--- src/rtl/bit_pattern_pkg.sv ---
// bit_pattern_pkg: shared types and helpers for the serial bit-pattern transmitter.
//   tx_state_t  - transmitter FSM state encoding
//   IDLE_LEVEL  - level driven on d_out when no frame bit is on the line
//   even_parity - XOR reduction of a word (zero-extend narrower words to 32 bits)
package bit_pattern_pkg;

    typedef enum logic [1:0] {
        IDLE   = 2'd0,
        SHIFT  = 2'd1,
        PARITY = 2'd2,
        GAP    = 2'd3
    } tx_state_t;

    localparam logic IDLE_LEVEL = 1'b0;

    function automatic logic even_parity(input logic [31:0] word);
        return ^word;
    endfunction

endpackage

--- src/rtl/bit_pattern_tx_bit_timer.sv ---
// bit_timer: bit-period timer for the serial transmitter.
//   Parameter BIT_CYCLES (1..255): clock cycles per bit.
//   clk   in  rising-edge clock
//   reset in  synchronous active-high reset
//   run   in  count while high; counter held at 0 while low
//   tick  out high in the last cycle of each bit period
module bit_timer #(
    parameter int BIT_CYCLES = 2
) (
    input  logic clk,
    input  logic reset,
    input  logic run,
    output logic tick
);

    localparam logic [7:0] LAST = 8'(BIT_CYCLES - 1);

    logic [7:0] cnt_q, cnt_d;

    always_comb begin
        cnt_d = cnt_q;
        if (!run || cnt_q == LAST) begin
            cnt_d = '0;
        end else begin
            cnt_d = cnt_q + 8'd1;
        end
    end

    assign tick = run && (cnt_q == LAST);

    always_ff @(posedge clk) begin
        if (reset) begin
            cnt_q <= '0;
        end else begin
            cnt_q <= cnt_d;
        end
    end

endmodule

--- src/rtl/bit_pattern_tx.sv ---
// bit_pattern_tx: parallel-in, MSB-first serial transmitter with per-bit hold time.
//   Parameters: WIDTH (1..32) data bits per frame, BIT_CYCLES (1..255) cycles per bit.
//   clk        in   rising-edge clock
//   reset      in   synchronous active-high reset
//   data_in    in   word to send, captured on accept
//   load_valid in   source offers a word
//   load_ready out  high only in IDLE
//   d_out      out  serial line, IDLE_LEVEL when no frame bit is driven
//   d_valid    out  d_out carries a frame bit
//   busy       out  frame in progress (SHIFT, PARITY, GAP)
//   done       out  one-cycle pulse in the GAP cycle after the last bit
// Build option: define BIT_PATTERN_TX_PARITY_EN to append one even-parity bit
// after the data bits.
module bit_pattern_tx
    import bit_pattern_pkg::*;
#(
    parameter int WIDTH      = 8,
    parameter int BIT_CYCLES = 2
) (
    input  logic             clk,
    input  logic             reset,
    input  logic [WIDTH-1:0] data_in,
    input  logic             load_valid,
    output logic             load_ready,
    output logic             d_out,
    output logic             d_valid,
    output logic             busy,
    output logic             done
);

    localparam int             CW       = $clog2(WIDTH + 1);
    localparam logic [CW-1:0]  LAST_BIT = CW'(WIDTH - 1);

    tx_state_t        state_q, state_d;
    logic [WIDTH-1:0] shreg_q, shreg_d;
    logic [CW-1:0]    bit_cnt_q, bit_cnt_d;
    logic             run, tick;
`ifdef BIT_PATTERN_TX_PARITY_EN
    // Parity is taken from the word at capture time since the shift register
    // is consumed as the frame goes out.
    logic             par_q, par_d;
`endif

    assign run = (state_q == SHIFT) || (state_q == PARITY);

    bit_timer #(.BIT_CYCLES(BIT_CYCLES)) u_bit_timer (
        .clk   (clk),
        .reset (reset),
        .run   (run),
        .tick  (tick)
    );

    always_comb begin
        state_d   = state_q;
        shreg_d   = shreg_q;
        bit_cnt_d = bit_cnt_q;
`ifdef BIT_PATTERN_TX_PARITY_EN
        par_d     = par_q;
`endif
        case (state_q)
            IDLE: begin
                if (load_valid) begin
                    shreg_d   = data_in;
                    bit_cnt_d = '0;
`ifdef BIT_PATTERN_TX_PARITY_EN
                    par_d     = even_parity(32'(data_in));
`endif
                    state_d   = SHIFT;
                end
            end
            SHIFT: begin
                if (tick) begin
                    shreg_d   = shreg_q << 1;
                    bit_cnt_d = bit_cnt_q + CW'(1);
                    if (bit_cnt_q == LAST_BIT) begin
`ifdef BIT_PATTERN_TX_PARITY_EN
                        state_d = PARITY;
`else
                        state_d = GAP;
`endif
                    end
                end
            end
`ifdef BIT_PATTERN_TX_PARITY_EN
            PARITY: begin
                if (tick) begin
                    state_d = GAP;
                end
            end
`endif
            GAP:     state_d = IDLE;
            default: state_d = IDLE;
        endcase
    end

    always_ff @(posedge clk) begin
        if (reset) begin
            state_q   <= IDLE;
            shreg_q   <= '0;
            bit_cnt_q <= '0;
`ifdef BIT_PATTERN_TX_PARITY_EN
            par_q     <= 1'b0;
`endif
        end else begin
            state_q   <= state_d;
            shreg_q   <= shreg_d;
            bit_cnt_q <= bit_cnt_d;
`ifdef BIT_PATTERN_TX_PARITY_EN
            par_q     <= par_d;
`endif
        end
    end

    // Outputs decode registered state only; no input reaches an output.
    assign load_ready = (state_q == IDLE);
    assign busy       = (state_q != IDLE);
    assign done       = (state_q == GAP);
    assign d_valid    = run;

    always_comb begin
        d_out = IDLE_LEVEL;
        case (state_q)
            SHIFT:   d_out = shreg_q[WIDTH-1];
`ifdef BIT_PATTERN_TX_PARITY_EN
            PARITY:  d_out = par_q;
`endif
            default: d_out = IDLE_LEVEL;
        endcase
    end

endmodule

--- config.mk ---
export PLATFORM = sky130hd
export DESIGN_NAME = bit_pattern_tx
export DESIGN_NICKNAME = d
export VERILOG_FILES = /design/src/rtl/bit_pattern_pkg.sv /design/src/rtl/bit_pattern_tx_bit_timer.sv /design/src/rtl/bit_pattern_tx.sv
export SDC_FILE = /design/constraint.sdc
export NUM_CORES = 1
export LEC_CHECK = 0
export ABC_AREA = 0
export CORE_ASPECT_RATIO = 0.9
export CORE_UTILIZATION = 54
export DETAILED_ROUTE_END_ITERATION = 7
export GPL_TIMING_DRIVEN = 0
export HOLD_SLACK_MARGIN = 0.08
export PLACE_DENSITY = 0.89
export SLEW_MARGIN = 20
export SYNTH_ARGS = -nofsm -noshare
export SYNTH_HDL_FRONTEND = slang
export SYNTH_SLANG_ARGS = --single-unit
--- constraint.sdc ---
create_clock -name clk -period 2.4 [get_ports clk]
set_clock_uncertainty 0.2 [all_clocks]
set_input_delay 0.36 -clock clk [delete_from_list [all_inputs] [get_ports clk]]
set_output_delay 0.36 -clock clk [all_outputs]
set_load 0.02 [all_outputs]
==> results of run 1 <==
## kinds of logic after synthesis
group / Yosys count / synth area share [%]
AND/OR/NAND/NOR: 69 / 32.3
adder cells (fa/ha/maj): 6 / 6.01
AO/OA/AOI/OAI: 33 / 15.7
multiplexers: 1 / 0.901
flip-flops: 22 / 35.2
XOR/XNOR: 6 / 4.20
buffers and inverters: 16 / 5.61
## report_power, final
group,internal (W),total [W],switching [W]
combinational,0.0000714,0.000165,0.0000935
clock,0.0000931,0.000216,0.000123
sequential,0.000381,0.000395,0.0000142
total,0.000546,0.000776,0.000231
## path summary, 6_finish.rpt
path,end,depth (start not counted),slack [ps],from
worst max register to register,bit_cnt_q[0],8,230,state_q[0]
worst max-delay path,d_valid,3,120,state_q[1]
worst min-delay path,shreg_q[0],3,270,load_valid
worst min register to register,u_bit_timer.cnt_q[0],1,300,u_bit_timer.cnt_q[0]
## sequential cells by signal, indices dropped and copies added (netlist names)
register and cells:
state_q 2, u_bit_timer.cnt_q 8, shreg_q 8, bit_cnt_q 4
## final cells by class
cell class                 instances  area [sq um]
multi-input combinational        115           739
fill                             182           716
sequential                        22           442
timing repair buffer              14           139
buffer                            11          57.6
clock buffer                       4          36.3
tap                               27          33.8
inverter                           5          18.8
## Yosys cell counts
cell / instances
a32oi_1: 1
nor2b_1: 3
or3_1: 1
o21ai_0: 3
o32ai_1: 1
o21bai_1: 1
and3_2: 1
nand3_1: 16
nor4b_4: 1
mux2_2: 1
and4_2: 1
clkbuf_2: 2
and2_1: 1
buf_2: 3
nand2b_1: 6
a21oi_1: 13
inv_1: 5
a211oi_1: 4
nor4b_2: 1
xnor2_1: 3
o22ai_1: 1
a31oi_1: 8
nand4b_1: 1
buf_1: 1
nand2_1: 9
xor2_1: 3
nand3_2: 1
nor3_1: 3
o21ai_1: 1
nand4_1: 8
nand3b_1: 3
and2_2: 1
dfxtp_1: 22
or4b_1: 1
ha_1: 6
clkbuf_1: 4
clkbuf_4: 1
nor2_1: 11
## worst max-delay path: cells and delay by family (launching register included)
kind       cells  cell delay, ps
buf+inv        2             700
fa+ha+maj      1             340
flops          1             360
## layer usage
layer	vias to the layer above	global-route usage (%)	wire [um]
li1	590	-	-
met1	582	34.8	1270
met2	44	37.7	1390
met3	3	6.67	177
met4	0	3.68	12
met5	-	0	0
## timing repair
action / 4_1_cts / 5_1_grt
resized for setup: 6 / 2
pin swaps: 0 / 0
setup endpoints to repair: 2 / 2
## stage by stage
| stage | std cells | cell area, sq um | setup TNS [ps] | hold WS [ps] |
|---|---|---|---|---|
| after floorplan | 153 | 1250 | 0 | 238 |
| after global placement | 194 | 1420 | 0 | 256 |
| after detailed placement | 194 | 1420 | -4.56 | 275 |
| after CTS | 198 | 1460 | 0 | 281 |
| after global routing | 198 | 1470 | 0 | 302 |
| final | 198 | 1470 | 0 | 275 |
==> impl_metrics.json, run 1 <==
{
  "worst_path_largest_cell_delay_ps": 620,
  "ant_nets": 0,
  "rsz0062_at_grt": "no",
  "fin_crit_sh_pct": 95.0,
  "end_kind": "primary output",
  "syn_area_sq_um": 1250,
  "pin_count": 16,
  "drc": 0,
  "fin_nets": 189,
  "htreeDepth": 1,
  "clk_pin_slew_ps": 130,
  "die_area_sq_um": 2510,
  "p_leak_nw": 0.511,
  "hold_violations": 0,
  "cts_setup_buffers": 0,
  "finalSetupViolCount": 0,
  "dp_hpwl_um": 2060,
  "core-area_sq_um": 2180,
  "viasPerCell": 6.16,
  "synth-seq-cells": 22,
  "hold_buffers": 0,
  "clock_latency_ps": 330,
  "synth_cells": 153,
  "cts_tree": "built",
  "max_cap_violations": 0,
  "wl_um": 2850,
  "seq_area_frac_synth_pct": 35.2,
  "synthTopCellsByArea": "dfxtp_1 35%, nand3_1 6.4%, ha_1 6.0%",
  "grt.total_usage_pct": 24.4,
  "worstSetupPathType": "reg -> out",
  "crit_path_max_fanout": 4,
  "ir_worst_vdd_v": 0.000479,
  "powerDensity_nw_per_um2": 530,
  "grt_antenna_before_repair": 0,
  "layout_common_cells": "21 x dfxtp_1, 16 x nand3_1, 13 x a21oi_1, 12 x clkdlybuf4s50_1, 11 x nor2_1",
  "first_pass_iters": 5,
  "path_cells": "inv_1, ha_1, clkdlybuf4s50_1",
  "cts_max_path_buffers": 2,
  "synth_top_area_cell": "dfxtp_1",
  "first_global_vias": 949,
  "grt_start_max_net_pins": 13,
  "critPathLaunchType": "flop",
  "grt_first_pass_wirelength_um": 4440,
  "cts_buffers": 3,
  "dp_slack_ps": -4.56,
  "worst_slack_ps": 119,
  "layout_commonest_cell": "dfxtp_1",
  "worst_slew_pin_slew_ps": 501,
  "avgRoutedWirePerCell_um": 14.4,
  "portBuffers": 14,
  "arrival_ps": 1720,
  "ys_warn_count": 0,
  "gp_congestion": 0.866,
  "root_buffer": "clkbuf_4",
  "syn_avg_cell_area_sq_um": 8.17,
  "diodes": 0,
  "status": "completed",
  "post-route-util_pct": 67.2,
  "syn-num-nets": 170,
  "initial_core_util_pct": 57.3,
  "required_ps": 1840,
  "finalCriticalPeriod_ps": 2280,
  "p_total_w": 0.000776,
  "synth.top_cell.area_share_pct": 35.2,
  "drive_gt1_share_pct": 12.3,
  "drt-initial-drc-count": 59,
  "rows": 16,
  "hold_path.class": "in -> reg",
  "drv_slew": 0,
  "routed-via-count": 1219,
  "ys_types": 38,
  "syn_to_final_growth_pct": 17.3,
  "crit_slowest_cell": "clkdlybuf4s50_1",
  "max_slew_margin_pct": 66.3,
  "grt_overflow": 0,
  "die_h_um": 47.6,
  "numClockSinks": 22,
  "clock.fmax_ghz": 0.438,
  "die-width_um": 52.7
}
No activity file was read; power rests on OpenSTA's default activity.
==> run 2: changes to the inputs <==
- ABC_CLOCK_PERIOD_IN_PS: default -> 2400
- CTS_CLUSTER_DIAMETER: default -> 50
==> results of run 2 <==
No change in the layout: final DEF, timing and power equal those of run 1.
